### src/rtl/alu_pkg.sv
// Shared definitions for the 8-bit ALU and the blocks that drive it.
package alu_pkg;

    typedef enum logic [2:0] {
        FN_ADD  = 3'd0,
        FN_ADDC = 3'd1,
        FN_SUB  = 3'd2,
        FN_SUBC = 3'd3,
        FN_AND  = 3'd4,
        FN_OR   = 3'd5,
        FN_XOR  = 3'd6,
        FN_MASK = 3'd7
    } fn_e;

    // Function used for bytes above the LSB: arithmetic ops must chain carry/borrow.
    function automatic fn_e to_chain_fn(input fn_e fn);
        case (fn)
            FN_ADD, FN_ADDC: return FN_ADDC;
            FN_SUB, FN_SUBC: return FN_SUBC;
            default:         return fn;
        endcase
    endfunction

    function automatic logic is_logic(input fn_e fn);
        return (fn inside {FN_AND, FN_OR, FN_XOR, FN_MASK});
    endfunction

endpackage

### src/rtl/multibyte_alu_seq.sv
// Sequences an NBYTES-wide operation through the external 8-bit ALU, LSB first,
// chaining carry/borrow between bytes, with a start/busy/done handshake.
module multibyte_alu_seq
    import alu_pkg::*;
#(
    parameter int unsigned NBYTES = 4
) (
    input  logic                  clk,
    input  logic                  rst,
    input  logic                  start,
    input  logic [2:0]            op,
    input  logic                  cin,
    input  logic [8*NBYTES-1:0]   opa,
    input  logic [8*NBYTES-1:0]   opb,
    output logic                  busy,
    output logic                  done,
    output logic [8*NBYTES-1:0]   result,
    output logic                  carry,
    output logic                  zero,
    output logic [7:0]            alu_a,
    output logic [7:0]            alu_b,
    output logic [2:0]            alu_fn,
    output logic                  alu_cin,
    input  logic [7:0]            alu_out,
    input  logic                  alu_c,
    input  logic                  alu_z
);

    localparam int unsigned   IW   = (NBYTES > 1) ? $clog2(NBYTES) : 1;
    localparam logic [IW-1:0] LAST = IW'(NBYTES - 1);

    typedef enum logic [1:0] {
        S_IDLE,
        S_RUN,
        S_DONE
    } state_e;

    state_e        state, next_state;
    fn_e           op_q;
    logic          cin_q;
    logic [7:0]    opa_q [NBYTES];
    logic [7:0]    opb_q [NBYTES];
    logic [7:0]    acc_q [NBYTES];
    logic [IW-1:0] idx;
    logic          chain;
    logic          zacc;

    // State register.
    always_ff @(posedge clk or posedge rst) begin
        if (rst) state <= S_IDLE;
        else     state <= next_state;
    end

    // Next state and ALU drive; ALU pins are held at zero outside RUN.
    always_comb begin
        next_state = state;
        busy       = 1'b0;
        alu_a      = '0;
        alu_b      = '0;
        alu_fn     = '0;
        alu_cin    = 1'b0;
        case (state)
            S_IDLE: begin
                if (start) next_state = S_RUN;
            end
            S_RUN: begin
                busy   = 1'b1;
                alu_a  = opa_q[idx];
                alu_b  = opb_q[idx];
                alu_fn = (idx == '0) ? op_q : to_chain_fn(op_q);
                if (is_logic(op_q))
                    alu_cin = 1'b0;
                else if (idx == '0)
                    alu_cin = (op_q inside {FN_ADDC, FN_SUBC}) ? cin_q : 1'b0;
                else
                    alu_cin = chain;
                if (idx == LAST) next_state = S_DONE;
            end
            S_DONE: begin
                next_state = S_IDLE;
            end
            default: begin
                next_state = S_IDLE;
            end
        endcase
    end

    // Operand latch, per-byte capture and result publication.
    // Bytes collect in acc_q during RUN; result/carry/zero/done are registered
    // from DONE, so the visible result only changes together with the done pulse.
    always_ff @(posedge clk or posedge rst) begin
        if (rst) begin
            op_q   <= FN_ADD;
            cin_q  <= 1'b0;
            idx    <= '0;
            chain  <= 1'b0;
            zacc   <= 1'b0;
            done   <= 1'b0;
            result <= '0;
            carry  <= 1'b0;
            zero   <= 1'b0;
            for (int unsigned i = 0; i < NBYTES; i++) begin
                opa_q[i] <= '0;
                opb_q[i] <= '0;
                acc_q[i] <= '0;
            end
        end else begin
            done <= 1'b0;
            case (state)
                S_IDLE: begin
                    if (start) begin
                        op_q  <= fn_e'(op);
                        cin_q <= cin;
                        idx   <= '0;
                        chain <= 1'b0;
                        zacc  <= 1'b1;
                        for (int unsigned i = 0; i < NBYTES; i++) begin
                            opa_q[i] <= opa[8*i +: 8];
                            opb_q[i] <= opb[8*i +: 8];
                        end
                    end
                end
                S_RUN: begin
                    acc_q[idx] <= alu_out;
                    chain      <= alu_c;
                    zacc       <= zacc & alu_z;
                    idx        <= (idx == LAST) ? '0 : idx + IW'(1);
                end
                S_DONE: begin
                    done  <= 1'b1;
                    carry <= is_logic(op_q) ? 1'b0 : chain;
                    zero  <= zacc;
                    for (int unsigned i = 0; i < NBYTES; i++)
                        result[8*i +: 8] <= acc_q[i];
                end
                default: ;
            endcase
        end
    end

endmodule
### config.mk
export PLATFORM = sky130hd
export DESIGN_NAME = multibyte_alu_seq
export DESIGN_NICKNAME = d
export VERILOG_FILES = /design/src/rtl/alu_pkg.sv /design/src/rtl/multibyte_alu_seq.sv
export SDC_FILE = /design/constraint.sdc
export NUM_CORES = 1
export LEC_CHECK = 0
export ABC_AREA = 1
export BUFFER_PORTS_ARGS = -buffer_cell sky130_fd_sc_hd__buf_2
export CORE_MARGIN = 4
export CORE_UTILIZATION = 45
export CTS_CLUSTER_DIAMETER = 150
export CTS_CLUSTER_SIZE = 14
export DETAILED_ROUTE_END_ITERATION = 7
export GPL_ROUTABILITY_DRIVEN = 0
export PLACE_DENSITY_LB_ADDON = 0.25
export SETUP_SLACK_MARGIN = 0.05
export SLEW_MARGIN = 20
export SYNTH_ARGS = -nofsm -noshare
export SYNTH_HDL_FRONTEND = slang
export SYNTH_SLANG_ARGS = --single-unit
### constraint.sdc
create_clock -name clk -period 3.61 [get_ports clk]
set_input_delay 0.1805 -clock clk [delete_from_list [all_inputs] [get_ports clk]]
set_output_delay 0.1805 -clock clk [all_outputs]
set_load 0.1 [all_outputs]
After elaboration in Yosys (flattened, before gate mapping)
Cells that the tools add are included.

Flip-flop bits (word level): 141. Input port bits: 81. Output and inout port bits: 56. Word-level logic and storage cells: 82.

Add/subtract/negate cells: 1. Order comparisons: 2. Equality and inequality tests: 12. Multiplexer cells: 31. Bitwise logic cells: 2. Reduce and logical (&&, ||, !) cells: 12.

Operators by type and width (number): 8-bit 2-to-1 mux (7); 8-bit binary-select mux with 2-bit select (2); 32-bit bitwise mux (1); 8-bit demux with 2-bit select (1); 3-bit equality test (second input constant) (4); 1-bit 2-to-1 mux (9); 2-bit 2-to-1 mux (4); 2-bit one-hot mux with 2 select lines (2); 3-bit by 2-bit equality test with 1-bit output (second input constant) (2); 3-bit 2-to-1 mux (2); 3-bit one-hot mux with 2 select lines (1); 2-bit AND reduction (3); 2-bit equality test (second input constant) (2); 2-bit zero test (2); 2-bit inequality test (second input constant) (2); 1-bit one-hot mux with 2 select lines (2); 2-bit nonzero test (2); 4-bit nonzero test (1); 2-bit OR reduction (2); 3-bit by 1-bit equality test with 1-bit output (second input constant) (1); 3-bit >= comparator (second input constant) (1); 3-bit zero test (1); 3-bit by 1-bit < comparator with 1-bit output (second input constant) (1); 2-bit NOT with 3-bit output (1); 4 further kinds (4).

Longest topological paths before layout
Depth in word-level cells: 6. Depth in mapped cells: 8.

Worst setup path before layout
No wires, ideal clock.

Kind: register to output. Start: register idx[1]. End: output port alu_cin. Arrival: 2.758 ns. Required time: 3.429 ns. Slack: 0.672 ns. Stages on the path, launching flop included: 8. Cells stage by stage: dfrtp_1 > buf_2 > clkinv_1 > buf_2 > ha_1 > inv_1 > nand3_1 > a21oi_1.

Word-level cells in the longest chain between the ends: 4.

RTL lines: start: declaration (line multibyte_alu_seq.sv:44) `logic [IW-1:0] idx;`; start signal: assignment (line multibyte_alu_seq.sv:127) `idx <= (idx == LAST) ? '0 : idx + IW'(1);`; 2-bit zero test (line multibyte_alu_seq.sv:73) `else if (idx == '0)`; 1-bit 2-to-1 mux (line multibyte_alu_seq.sv:73); 1-bit 2-to-1 mux (line multibyte_alu_seq.sv:71) `if (is_logic(op_q))`; 1-bit 2-to-1 mux (line multibyte_alu_seq.sv:62) `case (state)`; end: declaration (line multibyte_alu_seq.sv:23) `output logic alu_cin,`.

No other way between the ends.

Worst setup path in the final report
Same ends and word-level chain as after synthesis.

==> impl_metrics.env <==
export IMPL_status="finished, violations left"
export IMPL_violations="hold timing"
export IMPL_clockBufferDepth=2
export IMPL_synth_commonest_cells="nand2_1, dfrtp_1, inv_1, a21oi_1, nor2_1"
export IMPL_rows=42
export IMPL_synth_area_top_cells="dfrtp_1, nand2_1, a21oi_1, inv_1, nor2_1"
export IMPL_hold_buffers=17
export IMPL_min_path_type="input port to asynchronous set/reset pin"
export IMPL_setup_viol=0
export IMPL_post_synth_top_count_cell="nand2_1"
export IMPL_r2r_end="result[6]"
export IMPL_worst_slew_pin_slew_ps=809
export IMPL_fp_dieW_um=124
export IMPL_rsz0062_at_grt="no"
export IMPL_clk_pin_slew_worst_paths_ps=60
export IMPL_crit_fanout=19
export IMPL_synth_top_area_cell="dfrtp_1"
export IMPL_post_drt_wl_per_cell_um=13.8
export IMPL_final_setup_skew_ps=6.30
export IMPL_required_ps=3430
export IMPL_antenna_found_initial=1
export IMPL_yosysWarnings=0
export IMPL_clock_fmax_mhz=394
export IMPL_crit_path_cell_trace="clkinv_1 > ha_1 > inv_1 > nand3_1 > a21oi_1 > buf_12"
export IMPL_cts_htree_levels=4
export IMPL_die_area_mm2=0.0154
export IMPL_tns_ps=0
export IMPL_post_route_period_util=0.703
export IMPL_whs_ps=-29.6
export IMPL_die_h_um=124
export IMPL_yosysSeqAreaShare=0.581
export IMPL_io_pins=137
export IMPL_cts_buffers=17
export IMPL_synth_edf_count=0
export IMPL_initial_core_util=0.459
export IMPL_root_buffer="clkbuf_16"
export IMPL_timing_final_hold_violations=44
export IMPL_worstSetupPathType="flop to output port"
export IMPL_syn_area_mm2=0.00607
export IMPL_ys_ff_latch=141
export IMPL_synth_cell_types=21
export IMPL_ant_nets=0
export IMPL_cts_tree="yes"
export IMPL_synthArstFlopShare=1.00
export IMPL_n_antenna_cell=0
export IMPL_critPathArrivalTime_ps=2360
export IMPL_synth_cells=707
export IMPL_grt_max_degree=142
export IMPL_drt_first_pass_iters=7
export IMPL_io_buffer_count=136
export IMPL_syn_avg_cell_area_um2=8.59
export IMPL_post_cts_setup_buffers=0
export IMPL_fin_nets=933
export IMPL_drt_iter0_drc=376
export IMPL_r2r_start="state[1]"
export IMPL_core_area_mm2=0.0132
export IMPL_cts_resized=0
export IMPL_place_hpwl_mm=9.50
export IMPL_via_per_inst=4.85
export IMPL_synth_nets=792
export IMPL_grt_pass1_vias=4951
export IMPL_synthToLayoutAreaGrowth_pct=31.7
export IMPL_synth_top_area_frac=0.581
export IMPL_rrSetupSlack_ps=1590
export IMPL_ys_dominant_reg_cell="dfrtp_1"
export IMPL_period_minus_slack_ps=2540
export IMPL_critPathMaxStageDelay_ps=820
export IMPL_globalRouteTotalUtil=0.199
export IMPL_cp_end_kind="output port"
export IMPL_start_kind="flop"
export IMPL_grt_pass1_wl_mm=23.7
export IMPL_remaining_drc_errors=0
export IMPL_drive_gt1_frac=0.226
export IMPL_cts_sinks=141
export IMPL_cap_viol_max_count=0
export IMPL_slew_violations=0
export IMPL_wirelength_mm=14.3
export IMPL_insertion_delay_ps=420
export IMPL_grt_overflow=0
export IMPL_crit_slowest_cell="dfrtp_1"
export IMPL_num_vias=5029
export IMPL_rr_worst_depth=5
export IMPL_slew_headroom=0.459
-- area by class of cell --
cell class	instances	area [µm²]
clock inverter	10	254
tap	176	220
multi-input combinational	444	2000
timing repair buffer	159	1180
fill	1201	5240
sequential	141	3530
clock buffer	22	494
inverter	85	323
-- per-stage QoR --
step | std cells | hold WS (ps) | cell area [µm²] | utilization | setup WS (ps)
2_1_floorplan | 707 | 297 | 6080 | - | 672
3_3_place_gp | 988 | 386 | 7080 | 0.535 | 1540
3_5_place_dp | 988 | 391 | 7080 | 0.535 | 1500
4_1_cts | 1037 | 0.576 | 8000 | 0.604 | 1040
5_1_grt | 1037 | 6.75 | 8000 | 0.604 | 895
6_report | 1037 | -29.6 | 8000 | 0.604 | 1070
-- per-layer routing --
metal	GRT usage	vias up	part of all wire
met1	0.261	2382	0.44
met2	0.321	146	0.49
met5	0	-	0.00091
met4	0.0739	2	0.016
met3	0.0486	25	0.056
li1	-	2474	-
-- cell usage in the layout, fill, tap and decap left out --
cell type      count
nor2_8             1
clkbuf_8           5
a21oi_2            9
buf_4              5
o21ai_1           17
nand3_4            1
a21oi_1           75
o21ai_0           21
clkinv_4           1
bufinv_16          8
ha_1               4
inv_1             78
nand4_1            1
nor2_4             1
dlygate4sd3_1     17
nor2_1            70
inv_2              4
nand3_1           35
nand2_4            4
buf_12            19
clkinv_2           1
clkinvlp_4         1
clkinv_1           2
dfrtp_1          141
buf_2            118
clkbuf_16         17
nand2_1          205
-- logic make-up after synthesis --
logic type | count (synthesis) | synth area share
and+or+nand+nor | 318 | 0.214
adders and majority gates | 4 | 0.00824
DFF | 141 | 0.581
buffers and inverters | 122 | 0.0906
AOI/OAI and AO/OA | 122 | 0.106
-- worst max-delay path, delay by kind of cell (launching register included) --
kind,cells,cell delay (ps)
AO/OA/AOI/OAI,1,250
adder cells (fa/ha/maj),1,290
buffers and inverters,3,510
flip-flops,1,820
AND/OR/NAND/NOR,1,70
-- worst max-delay path by stage --
stage	from	end	slack [ps]	cells after the start
floorplan	idx[1]	alu_cin	670	7
global placement	idx[1]	alu_cin	1540	6
detailed placement	idx[1]	alu_cin	1500	6
CTS	idx[1]	alu_cin	1040	6
global route	idx[1]	alu_cin	900	6
finish	idx[1]	alu_cin	1070	6
-- flip-flops by register name (all words and copies together) (netlist names) --
name	flops
acc_q	32
carry	1
chain	1
cin_q	1
done	1
idx	2
op_q	3
opa_q	32
opb_q	32
result	32
state	2
zacc	1
zero	1
Power is left out: the tool's default activity adds up to more than one toggle a clock period on the data nets, which glitch-free logic cannot reach.
